File: src/rtl/fxp8s_out_packer.sv
// Output packer for the fxp8s PE array. Takes one sign-magnitude byte per handshake,
// applies per-matrix ReLU, packs bytes into LANES-wide words and queues them in a small FIFO.
`timescale 1ns/1ps
module fxp8s_out_packer #(
   parameter int ROWS       = 2,
   parameter int COLS       = 2,
   parameter int LANES      = 4,
   parameter int FIFO_DEPTH = 4
) (
   input  logic                 clk,
   input  logic                 rstn,
   input  logic                 en_out_data,
   output logic                 rdy_out_data,
   input  logic [7:0]           out_data,
   input  logic                 cfg_relu,
   output logic                 m_valid,
   input  logic                 m_ready,
   output logic [8*LANES-1:0]   m_data,
   output logic [LANES-1:0]     m_keep,
   output logic                 m_last,
   output logic                 frame_done,
   output logic [7:0]           frame_cnt
);

   localparam int NE = ROWS * COLS;
   localparam int EW = (NE > 1) ? $clog2(NE) : 1;
   localparam int LW = (LANES > 1) ? $clog2(LANES) : 1;
   localparam int AW = $clog2(FIFO_DEPTH);
   localparam int CW = AW + 1;
   localparam int DW = 8 * LANES;
   localparam int FW = DW + LANES + 1;
   localparam logic [EW-1:0] ELEM_LAST = EW'(NE - 1);
   localparam logic [LW-1:0] LANE_LAST = LW'(LANES - 1);
   localparam logic [CW-1:0] DEPTH_C   = CW'(FIFO_DEPTH);

   // Sign-magnitude ReLU: every byte with the sign bit set, negative zero included, clamps to 0.
   function automatic logic [7:0] relu8(input logic [7:0] b, input logic en);
      return (en && b[7]) ? 8'h00 : b;
   endfunction

   logic              r_rdy;
   logic [EW-1:0]     r_elem;
   logic [LW-1:0]     r_lane;
   logic              r_relu_q;
   logic [DW-1:0]     r_pack;
   logic [AW-1:0]     r_wr_ptr;
   logic [AW-1:0]     r_rd_ptr;
   logic [CW-1:0]     r_count;
   logic              r_frame_done;
   logic [7:0]        r_frame_cnt;
   logic [FW-1:0]     r_mem [FIFO_DEPTH];

   logic              w_accept;
   logic              w_relu;
   logic [7:0]        w_byte;
   logic              w_elem_last;
   logic              w_push;
   logic              w_pop;
   logic [DW-1:0]     w_word;
   logic [LANES-1:0]  w_keep;
   logic [CW-1:0]     w_count_nxt;
   logic [FW-1:0]     w_head;

   assign w_accept    = en_out_data & r_rdy;
   assign w_relu      = (r_elem == '0) ? cfg_relu : r_relu_q;
   assign w_byte      = relu8(out_data, w_relu);
   assign w_elem_last = (r_elem == ELEM_LAST);
   assign w_push      = w_accept & ((r_lane == LANE_LAST) | w_elem_last);
   assign w_pop       = m_valid & m_ready;

   always_comb begin
      w_word = r_pack;
      w_keep = '0;
      for (int k = 0; k < LANES; k++) begin
         if (LW'(k) == r_lane) w_word[8*k +: 8] = w_byte;
         w_keep[k] = (LW'(k) <= r_lane);
      end
   end

   always_comb begin
      w_count_nxt = r_count;
      unique case ({w_push, w_pop})
         2'b10:   w_count_nxt = r_count + 1'b1;
         2'b01:   w_count_nxt = r_count - 1'b1;
         default: w_count_nxt = r_count;
      endcase
   end

   // Ready is registered from the next FIFO occupancy, so it never looks at en_out_data.
   always_ff @(posedge clk or negedge rstn) begin
      if (!rstn) begin
         r_rdy        <= 1'b0;
         r_elem       <= '0;
         r_lane       <= '0;
         r_relu_q     <= 1'b0;
         r_pack       <= '0;
         r_wr_ptr     <= '0;
         r_rd_ptr     <= '0;
         r_count      <= '0;
         r_frame_done <= 1'b0;
         r_frame_cnt  <= '0;
      end else begin
         r_rdy        <= (w_count_nxt < DEPTH_C);
         r_count      <= w_count_nxt;
         r_frame_done <= w_accept & w_elem_last;
         if (w_push) r_wr_ptr <= r_wr_ptr + 1'b1;
         if (w_pop)  r_rd_ptr <= r_rd_ptr + 1'b1;
         if (w_accept) begin
            if (r_elem == '0) r_relu_q <= cfg_relu;
            if (w_elem_last) begin
               r_elem      <= '0;
               r_frame_cnt <= r_frame_cnt + 1'b1;
            end else begin
               r_elem <= r_elem + 1'b1;
            end
            if (w_push) begin
               r_lane <= '0;
               r_pack <= '0;
            end else begin
               r_lane <= r_lane + 1'b1;
               r_pack <= w_word;
            end
         end
      end
   end

   // Each FIFO entry stores {last, keep, data}.
   always_ff @(posedge clk) begin
      if (w_push) r_mem[r_wr_ptr] <= {w_elem_last, w_keep, w_word};
   end

   assign w_head       = r_mem[r_rd_ptr];
   assign m_valid      = (r_count != '0);
   assign m_data       = m_valid ? w_head[DW-1:0] : '0;
   assign m_keep       = m_valid ? w_head[DW +: LANES] : '0;
   assign m_last       = m_valid & w_head[FW-1];
   assign rdy_out_data = r_rdy;
   assign frame_done   = r_frame_done;
   assign frame_cnt    = r_frame_cnt;

endmodule

File: config.mk
export PLATFORM = sky130hd
export DESIGN_NAME = fxp8s_out_packer
export DESIGN_NICKNAME = d
export VERILOG_FILES = /design/src/rtl/fxp8s_out_packer.sv
export SDC_FILE = /design/constraint.sdc
export NUM_CORES = 1
export LEC_CHECK = 0
export CORE_UTILIZATION = 45
export CTS_CLUSTER_DIAMETER = 60
export DETAILED_ROUTE_END_ITERATION = 8
export PLACE_DENSITY_LB_ADDON = 0.05
export SLEW_MARGIN = 25
export SYNTH_ARGS = -nofsm -noshare
export SYNTH_HDL_FRONTEND = slang
export SYNTH_SLANG_ARGS = --single-unit
File: constraint.sdc
create_clock -name clk -period 2.83 [get_ports clk]
set_clock_uncertainty 0.05 [all_clocks]
set_input_delay 0.283 -clock clk [delete_from_list [all_inputs] [get_ports clk]]
set_output_delay 0.283 -clock clk [all_outputs]
set_load 0.005 [all_outputs]
==> results of run 1 <==
[per-stage QoR]
step | instance area [um2] | cells | util [%] | setup WS (ns) | power, W
6_report | 9690 | 803 | 53.9 | 0.192 | 0.0100
5_1_grt | 9690 | 803 | 53.9 | 0.0673 | 0.0106
4_1_cts | 9680 | 803 | 53.9 | 0.00739 | 0.0102
3_5_place_dp | 9120 | 770 | 50.8 | 0.415 | 0.00795
3_3_place_gp | 9120 | 770 | 50.8 | 0.468 | 0.00787
2_1_floorplan | 8240 | 495 | - | 0.268 | 0.00644
[critical path, delay by kind of cell, from the launching register on]
kind	cells	cell delay, ns
muxes	1	0.55
and+or+nand+nor	1	0.18
buffers and inverters	2	0.74
DFF	1	0.39
[kinds of logic (layout without fill, tap and decap cells)]
family,count (synthesis),count (layout),synth area share (%)
compound gates,57,57,5.89
xor+xnor,14,14,1.49
fa+ha+maj,13,13,2.06
buf+inv,59,138,3.67
flops,198,198,68.9
mux,46,46,11.2
simple gates,108,108,6.83
[final timing paths]
check                          endpoint  slack [ns]  cells after the start
hold / removal              r_wr_ptr[0]        0.38                      2
setup reg to reg             r_count[2]        0.44                      9
setup / recovery             m_data[24]        0.19                      4
hold reg to reg            frame_cnt[7]        0.44                      1
min in group clk           frame_cnt[7]        0.44                      1
max in group asynchronous   r_rd_ptr[0]        1.75                      3
[state kept, by name, indices dropped and copies added (netlist names)]
register / count
frame_cnt: 8
r_pack: 32
r_rd_ptr: 2
r_mem: 144
r_lane: 2
r_elem: 2
rdy_out_data: 1
r_wr_ptr: 2
frame_done: 1
r_relu_q: 1
r_count: 3
[synth_stat cells (all sizes together)]
master,number
mux4,36
and2,46
a22o,4
o311ai,2
dfrtp,54
mux2,10
o22ai,21
and3,1
nand2,35
fa,1
nor2,12
clkinv,1
nor3,3
a21o,2
xnor2,9
clkbuf,9
nand4,3
or3,2
buf,19
nand3,4
xor2,5
a32o,21
inv,30
edfxtp,144
and4bb,1
or2,1
ha,12
o2bb2ai,7
[repair_timing]
action                                  CTS  global route
buffers inserted                          0             0
endpoints found under the setup margin    0            20
gates resized for setup                   0             1
hold buffers                              1             0
endpoints found under the hold margin    27             0
[area by class of cell]
type	instances	share of cell area, %
Clock buffer	22	4.90
Clock inverter	10	0.762
Inverter	31	1.20
Multi-Input combinational cell	238	23.4
Sequential cell	198	58.6
Tap cell	229	2.96
Timing Repair Buffer	75	8.15
[layer usage]
metal	wire length, um	global-route usage [%]	vias to the layer above	share of wire, %
li1	-	-	2011	-
met1	7500	26.1	2289	46
met2	8210	30.9	83	50
met3	425	3.79	19	2.6
met4	290	6.72	0	1.8
met5	0	0	-	0
[placed cells by master, fill, tap and decap left out, types with 2 or more instances in the layout]
master / instances
clkinv_4: 2
nor3_1: 3
clkdlybuf4s50_1: 59
clkinv_2: 2
a32o_1: 21
o22ai_1: 21
nand3_1: 4
dfrtp_1: 53
clkinvlp_4: 5
nor2_1: 12
o2bb2ai_1: 7
a22o_1: 4
and2_2: 3
buf_12: 6
clkbuf_8: 3
a21o_1: 2
and2_4: 3
buf_4: 7
mux2_2: 10
inv_1: 30
mux4_2: 36
nand4_1: 3
xnor2_1: 9
xor2_1: 5
nand2_1: 35
edfxtp_1: 144
ha_1: 12
clkbuf_1: 2
or3_1: 2
clkbuf_16: 17
and2_1: 40
o311ai_2: 2
[report_power, final]
group          switching (W)  internal, W
Sequential          0.000241      0.00388
Clock                0.00102      0.00120
Combinational        0.00176      0.00196
==> impl_metrics.env, run 1 <==
export IMPL_status="finished clean"
export IMPL_critPathCaptureType="primary output"
export IMPL_period_share_pct=93.2
export IMPL_tritoncts="built"
export IMPL_syn_avg_cell_area_um2=16.7
export IMPL_cp_required_ns=2.50
export IMPL_port_buffers=60
export IMPL_ant_nets=0
export IMPL_fillers=1474
export IMPL_grt_pass1_vias=4446
export IMPL_drv_cap=0
export IMPL_max_stage_delay_ns=0.55
export IMPL_cp_arrival_ns=2.31
export IMPL_r2r_start="r_elem[0]"
export IMPL_routed_via_count=4402
export IMPL_rows=49
export IMPL_slew_headroom_pct=49.6
export IMPL_dpl_hpwl_um=10100
export IMPL_cts_inserted_buffers=17
export IMPL_yosysTopAreaCell="edfxtp_1"
export IMPL_dieHeight_um=137
export IMPL_clock_sink_count=198
export IMPL_cts_max_path_buffers=2
export IMPL_irDropWorstVdd_mv=0.483
export IMPL_crit_type="flip-flop to primary output"
export IMPL_slew_viol_final=0
export IMPL_viasPerCell=5.48
export IMPL_min_period_ns=2.64
export IMPL_whs_ns=0.380
export IMPL_ys_top_cells_by_area="edfxtp_1 (52%), dfrtp_1 (16%), mux4_2 (9.8%)"
export IMPL_multi_input_area_um2=2270
export IMPL_yosysWarnings=0
export IMPL_dieWidth_um=137
export IMPL_start_util_pct=45.9
export IMPL_hold_class="input port to asynchronous set/reset pin"
export IMPL_drive_above_1_share_pct=17.8
export IMPL_synth_distinct_cells=31
export IMPL_area_growth_pct=17.5
export IMPL_grt_ovfl_total=0
export IMPL_fin_setup_tns_ns=0
export IMPL_critPathLaunchType="flip-flop"
export IMPL_drtIter0Drc=203
export IMPL_p_per_area_nw_per_um2=1040
export IMPL_worst_pin_slew_ns=0.755
export IMPL_leakagePower_nw=3.45
export IMPL_syn_inst=495
export IMPL_path_clk_slew_ns=0.07
export IMPL_hold_viol_final=0
export IMPL_drt_total_wl_um=16400
export IMPL_boundaryPins=61
export IMPL_cp_slowest_cell="mux4_2"
export IMPL_rsz0062_at_grt="no"
export IMPL_final_seq_area_um2=5680
export IMPL_cts_htree_levels=4
export IMPL_place_congestion=0.733
export IMPL_grt_pass1_wl_um=25800
export IMPL_wl_per_cell_um=20.5
export IMPL_grt_max_degree=39
export IMPL_drc_errors=0
export IMPL_nNetsFinal=587
export IMPL_antennaDiodeCount=0
export IMPL_antenna_found_initial=0
export IMPL_critPathLaunch="r_rd_ptr[0]"
export IMPL_synth_top_area_share_pct=52.5
export IMPL_grt_usage_pct=19.2
export IMPL_first_pass_iters=4
export IMPL_ys_ff_latch=198
export IMPL_max_freq_mhz=379
export IMPL_core_um2=18000
export IMPL_crit_chain="buf_6, mux4_2, and2_1, clkdlybuf4s50_1"
export IMPL_worst_path_max_fanout=20
export IMPL_clk_latency_ns=0.43
export IMPL_die_area_um2=18900
export IMPL_setup_viol_count_final=0
export IMPL_syn_num_nets=521
export IMPL_ys_seq_area_share_pct=68.9
export IMPL_clock_root_buffer="clkbuf_16"
export IMPL_synth_area_um2=8240
Power figures use the tool's default switching activity.
==> inputs of run 2 (changes only) <==
--- a/config.mk
+++ b/config.mk
@@ -5,7 +5,7 @@
 export SDC_FILE = /design/constraint.sdc
 export NUM_CORES = 1
 export LEC_CHECK = 0
-export CORE_UTILIZATION = 45
+export CORE_UTILIZATION = 40
 export CTS_CLUSTER_DIAMETER = 60
 export DETAILED_ROUTE_END_ITERATION = 8
 export PLACE_DENSITY_LB_ADDON = 0.05
==> constraint.sdc (replaced) <==
create_clock -name clk -period 2.83 [get_ports clk]
set_clock_uncertainty 0.05 [all_clocks]
set_input_delay 0.283 -clock clk [delete_from_list [all_inputs] [get_ports clk]]
set_output_delay 0.283 -clock clk [all_outputs]
set_load 0.02 [all_outputs]
==> impl_metrics.env, run 2 (synthesis results as in run 1) <==
export IMPL_critPathLaunch="r_rd_ptr[0]"
export IMPL_critical_path_depth=4
export IMPL_area_growth_pct=19.1
export IMPL_slew_viol_final=0
export IMPL_boundaryPins=61
export IMPL_dieHeight_um=146
export IMPL_dieWidth_um=146
export IMPL_drtIter0Drc=188
export IMPL_largest_reg_flops=144
export IMPL_layout_cells_most_common="edfxtp_1"
export IMPL_leakagePower_nw=3.50
export IMPL_grt_usage_pct=17.5
export IMPL_clock_root_buffer="clkbuf_16"
export IMPL_setup_viol_count_final=0
export IMPL_fillers=1748
export IMPL_grt_pass1_wl_um=27300
export IMPL_rr_worst_depth=7
export IMPL_grt_pass1_vias=4739
export IMPL_viasPerCell=5.24
export IMPL_crit_end="m_data[25]"
export IMPL_grt_ovfl_total=0
export IMPL_hold_class="flip-flop to flip-flop"
export IMPL_wl_per_cell_um=20.2
export IMPL_routed_via_count=4453
export IMPL_r2r_start="r_count[2]"
export IMPL_top_register="r_mem"
export IMPL_r2r_slack_ns=0.60
export IMPL_core_um2=20200
export IMPL_die_area_um2=21200
export IMPL_hold_viol_final=0
export IMPL_worst_path_max_fanout=12
export IMPL_rows=52
export IMPL_status="finished clean"
export IMPL_max_freq_mhz=370
export IMPL_reg2reg_to="r_count[2]"
export IMPL_irDropWorstVdd_mv=0.560
export IMPL_layout_common_cells="edfxtp_1 (144), clkdlybuf4s50_1 (59), dfrtp_1 (53)"
export IMPL_cts_htree_levels=4
export IMPL_dpl_hpwl_um=10400
export IMPL_cp_arrival_ns=2.37
export IMPL_start_util_pct=40.7
export IMPL_p_per_area_nw_per_um2=1100
export IMPL_ant_nets=0
export IMPL_crit_chain="buf_12, mux4_2, and2_1, clkdlybuf4s50_1"
export IMPL_cp_slowest_cell="clkdlybuf4s50_1"
export IMPL_first_pass_iters=4
export IMPL_design_area_um2=9820
export IMPL_cts_inserted_buffers=17
export IMPL_cts_max_path_buffers=2
export IMPL_drt_total_wl_um=17100
export IMPL_worst_pin_slew_ns=0.954
export IMPL_slew_headroom_pct=36.4
export IMPL_grt_max_degree=40
export IMPL_path_clk_slew_ns=0.07
export IMPL_clk_latency_ns=0.43
export IMPL_drv_cap=0
export IMPL_port_buffers=60
export IMPL_critPathLaunchType="flip-flop"
export IMPL_critPathCaptureType="primary output"
export IMPL_clock_sink_count=198
export IMPL_max_stage_delay_ns=0.54
export IMPL_cp_required_ns=2.50
export IMPL_nNetsFinal=593
export IMPL_tritoncts="built"
export IMPL_crit_type="flip-flop to primary output"
export IMPL_place_congestion=0.696
export IMPL_min_period_ns=2.70
export IMPL_rsz0062_at_grt="no"
export IMPL_crit_buf_inv=2
export IMPL_antennaDiodeCount=0
export IMPL_drc_errors=0
export IMPL_finalPower_w=0.0108
export IMPL_placed_cell_area_um2=9220
export IMPL_antenna_found_initial=0
export IMPL_fin_setup_tns_ns=0
export IMPL_drive_above_1_share_pct=17.9
export IMPL_crit_family="buffers and inverters"
export IMPL_period_share_pct=95.4
-- run 2: cell types whose count changed in the layout (fill, tap and decap cells not counted), moves of 2 or more --
cell / before / now
clkinvlp_4: 5 / 1
bufinv_16: 0 / 2
clkbuf_1: 2 / 4
buf_4: 7 / 13
clkinv_1: 1 / 4
clkinv_4: 2 / 0
-- run 2: final cells by class --
cell class	count	area [um2]	area share [%]
well taps	270	338	3.44
inverters	31	116	1.19
flip-flops and latches	198	5680	57.9
clock inverters	9	101	1.03
multi-input cells	238	2270	23.1
repair buffers	81	843	8.59
clock buffers	23	468	4.77
-- run 2: per-stage QoR --
| stage | hold WS (ns) | cells | worst slack (ns) | utilization, % |
|---|---|---|---|---|
| finish | 0.431 | 850 | 0.129 | 48.5 |
| CTS | 0.430 | 848 | 0.0122 | 48.4 |
| global route | 0.452 | 850 | 0.0352 | 48.5 |
| floorplan | -0.0626 | 495 | 0.267 | - |
| global placement | 0.414 | 815 | 0.450 | 45.6 |
| detailed placement | 0.418 | 815 | 0.434 | 45.6 |
-- run 2: per-layer routing --
metal  vias to the layer above  track usage (%)  wire length, um
met5                         -                0                0
met4                         0             6.74              187
met3                        10             3.51              660
met2                        91             29.0             8660
met1                      2332             22.9             7630
li1                       2020                -                -
-- run 2: power by group --
group	leakage (nW)	total, W	switching [W]	internal, W
registers	2.03	0.00414	0.000263	0.00388
clock network	0.275	0.00236	0.00102	0.00135
logic	1.19	0.00427	0.00222	0.00205
total	3.50	0.0108	0.00350	0.00727
-- run 2: how the worst min path moves through the flow --
stage / to / slack [ns] / cells after the start / start
after detailed placement: r_count[1] / 0.42 / 1 / rstn
final: frame_cnt[7] / 0.43 / 1 / frame_cnt[7]
after floorplan: frame_cnt[0] / -0.06 / 0 / rstn
after global placement: r_count[0] / 0.41 / 1 / rstn
after global routing: r_pack[5] / 0.45 / 1 / r_pack[5]
after CTS: frame_cnt[7] / 0.43 / 1 / frame_cnt[7]
-- run 2: what timing repair did --
| item | in CTS | in global routing |
|---|---|---|
| setup buffers | 0 | 2 |
| gates resized for setup | 1 | 0 |
| hold buffers | 1 | 0 |
| hold endpoints to repair | 38 | 0 |
| setup endpoints to repair | 10 | 19 |
-- run 2: worst register-to-register path, delay by kind of cell (launching register included) --
kind / cells / cell delay, ns
and+or+nand+nor: 3 / 0.76
adders and majority gates: 2 / 0.62
DFF: 1 / 0.42
xor gates and xnor gates: 2 / 0.30
==> inputs of run 3 (changes only) <==
--- a/config.mk
+++ b/config.mk
@@ -8,7 +8,7 @@
 export CORE_UTILIZATION = 40
 export CTS_CLUSTER_DIAMETER = 60
 export DETAILED_ROUTE_END_ITERATION = 8
-export PLACE_DENSITY_LB_ADDON = 0.05
+export PLACE_DENSITY = 0.63
 export SLEW_MARGIN = 25
 export SYNTH_ARGS = -nofsm -noshare
 export SYNTH_HDL_FRONTEND = slang
==> impl_metrics.env, run 3 (synthesis results as in run 1) <==
export IMPL_critical_path_depth=4
export IMPL_hold_viol_final=0
export IMPL_start_util_pct=40.7
export IMPL_cts_inserted_buffers=17
export IMPL_crit_buf_inv=2
export IMPL_die_area_um2=21200
export IMPL_grt_ovfl_total=0
export IMPL_rr_worst_depth=7
export IMPL_grt_pass1_vias=4514
export IMPL_layout_common_cells="edfxtp_1 (144), clkdlybuf4s50_1 (59), dfrtp_1 (53)"
export IMPL_r2r_start="r_count[2]"
export IMPL_cts_max_path_buffers=2
export IMPL_viasPerCell=5.17
export IMPL_r2r_slack_ns=0.58
export IMPL_reg2reg_to="r_count[2]"
export IMPL_first_pass_iters=5
export IMPL_dpl_hpwl_um=10200
export IMPL_clock_sink_count=198
export IMPL_irDropWorstVdd_mv=0.529
export IMPL_boundaryPins=61
export IMPL_place_congestion=0.760
export IMPL_status="finished clean"
export IMPL_crit_type="flip-flop to primary output"
export IMPL_core_um2=20200
export IMPL_dieWidth_um=146
export IMPL_dieHeight_um=146
export IMPL_grt_usage_pct=16.0
export IMPL_grt_max_degree=39
export IMPL_design_area_um2=9730
export IMPL_min_period_ns=2.66
export IMPL_ant_nets=0
export IMPL_max_stage_delay_ns=0.56
export IMPL_clock_root_buffer="clkbuf_16"
export IMPL_largest_reg_flops=144
export IMPL_drive_above_1_share_pct=17.1
export IMPL_period_share_pct=93.9
export IMPL_top_register="r_mem"
export IMPL_wl_per_cell_um=18.8
export IMPL_whs_ns=0.263
export IMPL_final_seq_area_um2=5680
export IMPL_critPathLaunchType="flip-flop"
export IMPL_worst_pin_slew_ns=0.754
export IMPL_area_growth_pct=18.0
export IMPL_antennaDiodeCount=0
export IMPL_fin_setup_tns_ns=0
export IMPL_rsz0062_at_grt="no"
export IMPL_port_buffers=60
export IMPL_hold_class="input port to asynchronous set/reset pin"
export IMPL_crit_family="buffers and inverters"
export IMPL_cp_slowest_cell="mux4_2"
export IMPL_drt_total_wl_um=16000
export IMPL_multi_input_area_um2=2260
export IMPL_antenna_found_initial=0
export IMPL_drv_cap=0
export IMPL_clk_latency_ns=0.42
export IMPL_max_freq_mhz=376
export IMPL_setup_viol_count_final=0
export IMPL_p_per_area_nw_per_um2=1090
export IMPL_worst_path_max_fanout=15
export IMPL_rows=52
export IMPL_critPathCaptureType="primary output"
export IMPL_final_util_pct=48.1
export IMPL_crit_end="m_data[11]"
export IMPL_fillers=1718
export IMPL_routed_via_count=4391
export IMPL_nNetsFinal=592
export IMPL_critPathLaunch="r_rd_ptr[0]"
export IMPL_slew_viol_final=0
export IMPL_layout_setup_ws_ns=0.172
export IMPL_cp_arrival_ns=2.32
export IMPL_drc_errors=0
export IMPL_grt_pass1_wl_um=25400
export IMPL_cp_required_ns=2.50
export IMPL_placed_cell_area_um2=9160
export IMPL_cts_htree_levels=4
export IMPL_post_place_ws_ns=0.373
export IMPL_layout_cells_most_common="edfxtp_1"
export IMPL_crit_chain="buf_6, mux4_2, and2_1, clkdlybuf4s50_1"
export IMPL_drtIter0Drc=297
export IMPL_tritoncts="built"
export IMPL_leakagePower_nw=3.46
export IMPL_path_clk_slew_ns=0.07
export IMPL_slew_headroom_pct=49.6
## run 3: changes by cell type in the layout (fill, tap and decap cells not counted), sizes merged
cell / previous run / this run
buf: 21 / 20
clkinvlp: 1 / 3
inv: 32 / 31
clkbuf: 23 / 22
## run 3: worst min-delay path by stage
| stage | to | cells past startpoint |
|---|---|---|
| after floorplan | frame_cnt[0] | 0 |
| after global placement | r_pack[25] | 1 |
| after detailed placement | r_pack[25] | 1 |
| after CTS | r_pack[25] | 2 |
| after global routing | r_pack[25] | 2 |
| final | r_count[2] | 2 |
## run 3: layout make-up
type	instances	share of cell area, %
clock inverter	10	1.12
clock buffer	22	4.57
sequential	198	58.4
tap	270	3.47
inverter	31	1.20
timing repair buffer	80	7.99
multi-input combinational	238	23.3
## run 3: metrics by stage
stage | power, W | std cells
floorplan | 0.00691 | 495
global placement | 0.00831 | 816
detailed placement | 0.00843 | 816
CTS | 0.0107 | 849
global route | 0.0112 | 849
finish | 0.0106 | 849
## run 3: timing repair
action | 4_1_cts | 5_1_grt
gates resized for setup | 0 | 1
setup endpoints to repair | 0 | 3
hold buffers | 1 | 0
buffers inserted | 0 | 0
endpoints found under the hold margin | 16 | 0
## run 3: layer usage
layer / part of all wire, % / GRT usage, % / vias up
met2: 52 / 27.7 / 138
met4: 0.60 / 4.68 / 0
met3: 5.5 / 3.61 / 6
met5: 0 / 0 / -
met1: 42 / 20.2 / 2228
li1: - / - / 2019
## run 3: report_power, final
part / internal (W) / switching (W)
clock: 0.00130 / 0.000982
sequential: 0.00388 / 0.000240
combinational: 0.00198 / 0.00222
